[src/rtl/l2_pkg.sv]
// Shared types and defaults for the 4-way L2 cache control slice.
package l2_pkg;

  localparam int unsigned S_OFFSET = 5;
  localparam int unsigned S_INDEX  = 4;
  localparam int unsigned S_TAG    = 32 - S_OFFSET - S_INDEX;
  localparam int unsigned NUM_WAYS = 4;

  typedef logic [1:0] way_idx_t;

  typedef enum logic [2:0] {
    IDLE,
    COMPARE,
    WRITEBACK,
    ALLOCATE,
    REFILL_WAIT
  } l2_state_t;

  // Index of the lowest set bit; 0 when the vector is empty.
  function automatic way_idx_t lowest_way(input logic [NUM_WAYS-1:0] vec);
    way_idx_t idx;
    logic     found;
    idx   = '0;
    found = 1'b0;
    for (int unsigned i = 0; i < NUM_WAYS; i++) begin
      if (vec[i] && !found) begin
        idx   = way_idx_t'(i);
        found = 1'b1;
      end
    end
    return idx;
  endfunction

endpackage

[src/rtl/l2_victim_sel.sv]
// Victim way selection: lowest invalid way first, otherwise the PLRU way.
module l2_victim_sel
  import l2_pkg::*;
(
  input  logic [NUM_WAYS-1:0] way_valid,
  input  way_idx_t            plru_way,
  output way_idx_t            victim
);

  // Prefer filling an empty way before evicting anything.
  always_comb begin
    victim = plru_way;
    if (!(&way_valid)) begin
      victim = lowest_way(~way_valid);
    end
  end

endmodule

[src/rtl/l2_ctrl.sv]
// L2 cache control FSM between the UFP request port and the DFP line adapter.
// Optional performance counters are enabled with `define L2_PERF_CNT_EN.
module l2_ctrl
  import l2_pkg::*;
#(
  parameter int unsigned s_offset = S_OFFSET,
  parameter int unsigned s_index  = S_INDEX,
  parameter int unsigned s_tag    = 32 - s_offset - s_index,
  parameter int unsigned num_ways = NUM_WAYS
) (
  input  logic                clk,
  input  logic                rst,
  input  logic                ufp_req,
  input  logic                ufp_we,
  input  logic [31:0]         ufp_addr,
  output logic                ufp_resp,
  input  logic [num_ways-1:0] way_hit,
  input  logic [num_ways-1:0] way_valid,
  input  logic [num_ways-1:0] way_dirty,
  input  logic [s_tag-1:0]    victim_tag,
  input  logic [1:0]          plru_way,
  output logic                plru_we,
  output logic [1:0]          mru,
  output logic [s_index-1:0]  set_index,
  output logic [1:0]          array_way,
  output logic                tag_we,
  output logic                data_we,
  output logic                fill_sel,
  output logic                dirty_set,
  output logic                dfp_read,
  output logic                dfp_write,
  output logic [31:0]         dfp_addr,
  input  logic                dfp_resp
`ifdef L2_PERF_CNT_EN
  ,
  output logic [31:0]         hit_cnt,
  output logic [31:0]         miss_cnt,
  output logic [31:0]         wb_cnt
`endif
);

  l2_state_t               state;
  logic [31-s_offset:0]    line_q;
  logic                    we_q;
  way_idx_t                victim_q;

  logic                    hit;
  way_idx_t                hit_way;
  way_idx_t                victim_way;
  logic                    victim_dirty;
  logic                    unused_offset;

  assign unused_offset = ^ufp_addr[s_offset-1:0];

  assign hit          = |way_hit;
  assign hit_way      = lowest_way(way_hit);
  assign victim_dirty = way_valid[victim_way] & way_dirty[victim_way];

  l2_victim_sel u_victim_sel (
    .way_valid (way_valid),
    .plru_way  (plru_way),
    .victim    (victim_way)
  );

  // State sequencing and request/victim capture.
  always_ff @(posedge clk) begin
    if (rst) begin
      state    <= IDLE;
      line_q   <= '0;
      we_q     <= 1'b0;
      victim_q <= '0;
    end else begin
      case (state)
        IDLE: begin
          if (ufp_req) begin
            line_q <= ufp_addr[31:s_offset];
            we_q   <= ufp_we;
            state  <= COMPARE;
          end
        end
        COMPARE: begin
          if (hit) begin
            state <= IDLE;
          end else begin
            victim_q <= victim_way;
            state    <= victim_dirty ? WRITEBACK : ALLOCATE;
          end
        end
        WRITEBACK: begin
          if (dfp_resp) state <= ALLOCATE;
        end
        ALLOCATE: begin
          if (dfp_resp) state <= REFILL_WAIT;
        end
        REFILL_WAIT: begin
          state <= COMPARE;
        end
        default: state <= IDLE;
      endcase
    end
  end

  // Control outputs decoded from state; hit responses must land in the
  // compare cycle itself, so they follow way_hit combinationally.
  always_comb begin
    ufp_resp  = 1'b0;
    plru_we   = 1'b0;
    mru       = '0;
    array_way = '0;
    tag_we    = 1'b0;
    data_we   = 1'b0;
    fill_sel  = 1'b0;
    dirty_set = 1'b0;
    dfp_read  = 1'b0;
    dfp_write = 1'b0;
    dfp_addr  = '0;
    set_index = (state == IDLE) ? ufp_addr[s_offset +: s_index] : line_q[s_index-1:0];
    case (state)
      COMPARE: begin
        if (hit) begin
          ufp_resp  = 1'b1;
          plru_we   = 1'b1;
          mru       = hit_way;
          array_way = hit_way;
          if (we_q) begin
            data_we   = 1'b1;
            dirty_set = 1'b1;
          end
        end
      end
      WRITEBACK: begin
        dfp_write = 1'b1;
        array_way = victim_q;
        dfp_addr  = {victim_tag, line_q[s_index-1:0], {s_offset{1'b0}}};
      end
      ALLOCATE: begin
        dfp_read  = 1'b1;
        array_way = victim_q;
        dfp_addr  = {line_q, {s_offset{1'b0}}};
        if (dfp_resp) begin
          tag_we   = 1'b1;
          data_we  = 1'b1;
          fill_sel = 1'b1;
        end
      end
      REFILL_WAIT: begin
        array_way = victim_q;
      end
      default: ;
    endcase
  end

`ifdef L2_PERF_CNT_EN
  logic after_refill;

  // Saturating event counters; the compare following a refill is not a hit.
  always_ff @(posedge clk) begin
    if (rst) begin
      after_refill <= 1'b0;
      hit_cnt      <= '0;
      miss_cnt     <= '0;
      wb_cnt       <= '0;
    end else begin
      after_refill <= (state == REFILL_WAIT);
      if (state == COMPARE && hit && !after_refill && hit_cnt != '1)
        hit_cnt <= hit_cnt + 32'd1;
      if (state == COMPARE && !hit && miss_cnt != '1)
        miss_cnt <= miss_cnt + 32'd1;
      if (state == WRITEBACK && dfp_resp && wb_cnt != '1)
        wb_cnt <= wb_cnt + 32'd1;
    end
  end
`endif

endmodule

[config.mk]
export PLATFORM = sky130hd
export DESIGN_NAME = l2_ctrl
export DESIGN_NICKNAME = d
export VERILOG_FILES = /design/src/rtl/l2_pkg.sv /design/src/rtl/l2_victim_sel.sv /design/src/rtl/l2_ctrl.sv
export SDC_FILE = /design/constraint.sdc
export NUM_CORES = 1
export LEC_CHECK = 0
export ABC_CLOCK_PERIOD_IN_PS = 1400
export BUFFER_PORTS_ARGS = -buffer_cell sky130_fd_sc_hd__buf_2
export CORE_MARGIN = 2
export CORE_UTILIZATION = 38
export DETAILED_ROUTE_END_ITERATION = 8
export MAX_ROUTING_LAYER = met4
export PLACE_DENSITY = 0.82
export SLEW_MARGIN = 10
export SYNTH_ARGS = -nofsm -noshare
export SYNTH_HDL_FRONTEND = slang
export SYNTH_SLANG_ARGS = --single-unit
[constraint.sdc]
create_clock -name clk -period 1.4 [get_ports clk]
set_input_delay 0.07 -clock clk [delete_from_list [all_inputs] [get_ports clk]]
set_output_delay 0.07 -clock clk [all_outputs]
set_load 0.01 [all_outputs]
### Word-level counts from Yosys, hierarchy flattened

Cells that the tools add are included.

| cells by class | value |
|---|---|
| $lt $le $gt $ge | 1 |
| equality and inequality tests | 7 |
| mux-type cells | 41 |
| bitwise gates (word level) | 3 |
| reductions and logical operators | 19 |

Operator list:

| cell | count |
|---|---|
| $pmux 32 s2 | 1 |
| $mux 1 | 23 |
| $mux 2 | 8 |
| $pmux 3 s5 | 1 |
| $mux 3 | 3 |
| $eq 3x2->1 const B | 2 |
| $logic_and 1x1->1 | 6 |
| $logic_not 1->1 | 6 |
| $ne 2x2->1 const B | 3 |
| $bmux 1 s2 | 2 |
| $mux 4 | 1 |
| $not 4->4 | 1 |
| $pmux 2 s2 | 1 |
| $reduce_and 2->1 | 2 |
| $reduce_and 4->1 | 1 |
| $reduce_or 4->1 | 1 |
| $eq 3x1->1 const B | 1 |
| $eq 3x3->1 const B | 1 |
| $logic_not 3->1 | 1 |
| $lt 2x3->1 const B | 1 |
| $reduce_and 3->1 | 1 |
| $reduce_or 3->1 | 1 |
| $pmux 1 s2 | 1 |
| $and 1x1->1 | 1 |
| $not 1->1 | 1 |

| word-level totals | value |
|---|---|
| bits in registers | 33 |
| input port bits | 74 |
| output and inout port bits | 48 |
| word-level logic and storage cells | 75 |

### Logic depth before layout (Yosys ltp)

| depth | value |
|---|---|
| depth after elaboration | 21 |
| depth in mapped cells | 7 |
| gate-level depth less buffers | 4 |

### By module

A second synthesis with hierarchy kept.

| second synthesis, totals | value |
|---|---|
| cell total of the unflattened synthesis | 253 |
| area, all modules | 1998.2 um^2 |

By module, submodules not included:

| module | times used | cells each | area an instance (um^2) | sequential area each (um^2) |
|---|---|---|---|---|
| l2_ctrl | 1 | 247 | 1965.6 | 660.6 |
| l2_victim_sel | 1 | 6 | 32.5 | 0.0 |

### Least setup slack after synthesis

OpenSTA, ideal clock, no wires.

| timing path | value |
|---|---|
| path type | reg2out |
| start point | register state[2] |
| end point | output data_we |
| arrival time | 1.471 ns |
| data required time | 1.330 ns |
| path slack | -0.141 ns |
| stages on the path, launching flop included | 6 |
| buffers on the path | 1 |
| path through | dfxtp_1 > buf_2 > or3b_4 > nor2_1 > and2_1 > or2_2 |

| between the ends | value |
|---|---|
| cells in the longest elaborated chain, start to end | 2 |
| elaborated cells on any way between the ends | 3 |
| classes of those cells | 2 x eq/ne; 1 x mux |

Ends and longest elaborated chain:

| what | line | text |
|---|---|---|
| start, declared | l2_ctrl.sv:42 | `l2_state_t state;` |
| start signal, assigned | l2_ctrl.sv:86 | `state <= victim_dirty ? WRITEBACK : ALLOCATE;` |
| $eq 3x2->1 or $eq 3x1->1 (tied branches) | l2_ctrl.sv:118 | `case (state)` |
| $pmux 1 s2 (*) | l2_ctrl.sv:118 |  |
| end, declared | l2_ctrl.sv:27 | `output logic data_we,` |

Mark *: on every way between the ends. The rest lies on a longest branch, timed or not.

### Worst setup path after layout

| timing path | value |
|---|---|
| start point | register state[0] |
| end point | output data_we |

The elaborated chain is that of the path after synthesis.

==> out/results.ini <==
[place]
dp_hpwl_mm = 3.86
buffer_ports.inserted = 111
gp_congestion = 0.744
dp_worst_setup_slack_ns = -0.0264

[sta]
report.final.hold_viol_count = 0
max_freq_mhz = 624
skew_ns = 0.00299
timing.final.max_slew_violations = 0
final_period_minus_worst_setup_slack_ns = 1.60
slew_headroom = 0.625
worst_slew_pin_slew_ns = 0.563
rsz_0062_raised_after_global_routing = yes
final-setup-viol-count = 18
postLayoutSetupSlackWorst_ns = -0.201
fin_setup_tns_ns = -1.88
final_min_period_over_clock_period = 1.14

[cells_and_area]
area.growth.synth_to_final_pct = 62.5
multi_input_area_sq_um = 1340
fillers = 409
antenna-diode-count = 0
share_of_cells_above_drive_strength_1 = 0.524
layout.area.seq_sq_um = 667
layout.nets = 448

[cts]
clk-insertion-delay-late_ns = 0.27
cts-root-buf = sky130_fd_sc_hd__clkbuf_8
cts_tree = done
clk_sinks = 33
worst_setup_hold_path_clk_slew_ns = 0.07
cts_made_buffers = 5
cts_max_level = 2
holdBufCountCts = 0
clk_path_buf_depth = 2

[synth]
synth_cell_type_count = 35
synth_top_cell_area_share = 0.345
primary_flip_flop_cell_chosen_by_synthesis_mapping = sky130_fd_sc_hd__dfxtp_1
yosysWarningCount = 0
synth_commonest_cells = sky130_fd_sc_hd__nand2_1 (63), sky130_fd_sc_hd__dfxtp_1 (33), sky130_fd_sc_hd__a21oi_1 (31)
average_footprint_of_a_synthesized_cell_sq_um = 7.59
synth_sequential_area_ratio = 0.345
post-synth-top-area-cell = sky130_fd_sc_hd__dfxtp_1
ys_top_cells_by_area = sky130_fd_sc_hd__dfxtp_1 (35%), sky130_fd_sc_hd__mux2i_1 (13%), sky130_fd_sc_hd__nand2_1 (12%), sky130_fd_sc_hd__a21oi_1 (8.1%), sky130_fd_sc_hd__nor2_1 (5.9%)
synthCells = 252
syn-cell-area_sq_um = 1910
synth_edf_count = 0
synth_most_common_cell = sky130_fd_sc_hd__nand2_1
synth-async-reset-ratio = 0
postSynthRegisterBits = 33

[power]
leakage_nw = 1.54
peakVddDrop_uv = 528
power.density_cell_area_nw_per_um2 = 762

[drt]
avg_vias_per_cell = 4.77
drtAntennaViolNets = 0
drc = 0
first_iter_violations = 48
avgRoutedWirePerCell_um = 13.2
first_pass_iters = 4
via_count = 2103
routed_wirelength_mm = 5.84

[critical_path]
worst-endpoint-required_ns = 1.33
worst_r2r_startpoint = state[0]
timing.critical_path.fanout_max = 4
r2r-end = state[0]
reg2regPathDepth = 4
critical_path_arrival_ns = 1.53
cp-end-kind = primary output
worst_reg2reg_setup_slack_ns = -0.08
critical_path_class = register to primary output
worstSetupStartpointType = register

[run]
max_cap_violations = 0

[hold_path]
holdCritStartpoint = ufp_addr[11]
whs_endpoint = line_q[6]
worst_hold_path.num_cells = 3
min_path_type = input pin to register

[floorplan]
die_h_um = 75.0
design.core.area_sq_um = 4790
floorplan.die.width_um = 75.0
floorplan.initialDensity = 0.400
ios = 122
placementRows = 25
dieArea_sq_um = 5620

[grt]
antenna_violations_before_repair = 0
track_usage = 0.191
grt_max_degree = 26
overflow = 0
via_count_of_the_first_global_routing_pass = 1808
grt_pass1_wl_mm = 7.98

[run_status]
failed_checks = setup timing
outcome = complete, but fails checks

metal layers:
metal  vias to the layer above  track usage  part of all wire
li1                       1058            -                 -
met1                       961        0.201              0.40
met2                        73        0.346              0.53
met3                        11       0.0482             0.055
met4                         0       0.0615             0.015
met5                         -            -                 0
worst max-delay path by stage:
stage | start | end | depth (start not counted)
after CTS | state[0] | data_we | 5
after floorplan | state[2] | state[0] | 4
after global placement | state[2] | state[0] | 3
final | state[0] | data_we | 5
after global routing | state[0] | array_way[0] | 4
after detailed placement | state[2] | state[0] | 3
kinds of logic (layout without fill, tap and decap cells):
| group | Yosys count | count (layout) | synth area share |
|---|---|---|---|
| other cells | 1 | 5 | 0.00196 |
| buf+inv | 29 | 147 | 0.0857 |
| xor+xnor | 1 | 1 | 0.00458 |
| flops | 33 | 33 | 0.345 |
| compound gates | 41 | 41 | 0.122 |
| simple gates | 118 | 118 | 0.286 |
| mux | 29 | 29 | 0.154 |
sequential cells by signal, summed over array words and instances, names as in the netlist:
| signal | count |
|---|---|
| victim_q | 2 |
| state | 3 |
| we_q | 1 |
| line_q | 27 |
cells in the final DEF, fill, tap and decap left out, types with 2 or more instances in the layout:
master                        n
sky130_fd_sc_hd__nor2b_1      2
sky130_fd_sc_hd__nor2_1      29
sky130_fd_sc_hd__clkbuf_8     6
sky130_fd_sc_hd__buf_6       15
sky130_fd_sc_hd__nand2_4     14
sky130_fd_sc_hd__nor4_4       2
sky130_fd_sc_hd__buf_2      104
sky130_fd_sc_hd__clkbuf_16    3
sky130_fd_sc_hd__nor3_1       2
sky130_fd_sc_hd__nand2b_4     2
sky130_fd_sc_hd__buf_12       3
sky130_fd_sc_hd__conb_1       5
sky130_fd_sc_hd__buf_4       10
sky130_fd_sc_hd__a21oi_2     18
sky130_fd_sc_hd__dfxtp_1     30
sky130_fd_sc_hd__nand2_1     48
sky130_fd_sc_hd__mux2i_1     25
sky130_fd_sc_hd__a21oi_1     13
sky130_fd_sc_hd__mux2_4       4
sky130_fd_sc_hd__o21a_1       2
sky130_fd_sc_hd__o21ai_0      2
sky130_fd_sc_hd__and2_1       5
sky130_fd_sc_hd__and2_4       2
sky130_fd_sc_hd__inv_1        4
sky130_fd_sc_hd__dfxtp_2      2
worst max-delay path: stages (launching register included):
cell,delay (ns)
sky130_fd_sc_hd__dfxtp_4,0.38
sky130_fd_sc_hd__or3b_4,0.44
sky130_fd_sc_hd__nor2_4,0.11
sky130_fd_sc_hd__and2_4,0.14
sky130_fd_sc_hd__or2_4,0.10
sky130_fd_sc_hd__buf_6,0.09
power by group:
group	internal, W	switching, W	leakage, nW	total (W)
Combinational	0.000332	0.000306	1.22	0.000638
Sequential	0.000992	0.0000325	0.272	0.00102
Clock	0.000390	0.000318	0.0443	0.000707
through the flow:
stage | area, sq um | hold slack [ns] | power (W) | utilization | instances
global route | 3110 | 0.0118 | 0.00250 | 0.650 | 441
floorplan | 1950 | 0.169 | 0.00132 | - | 256
global placement | 2590 | 0.311 | 0.00150 | 0.542 | 424
finish | 3110 | 0.0234 | 0.00237 | 0.650 | 441
detailed placement | 2590 | 0.317 | 0.00151 | 0.542 | 424
CTS | 2800 | 0.0118 | 0.00228 | 0.586 | 436
layout make-up:
type                    instances  share of cell area
flip-flops and latches         33               0.214
well taps                      67              0.0270
clock buffers                   7              0.0278
multi-input cells             194               0.432
repair buffers                136               0.294
inverters                       4             0.00483
timing repair:
| item | in CTS | in global routing |
|---|---|---|
| gates resized for setup | 21 | 56 |
| setup buffers | 5 | 1 |
| pin swaps | 8 | 30 |
| cloned | 0 | 4 |
| setup endpoints to repair | 43 | 65 |
| hold endpoints to repair | 0 | 0 |
(Power assumes the default switching activity.)
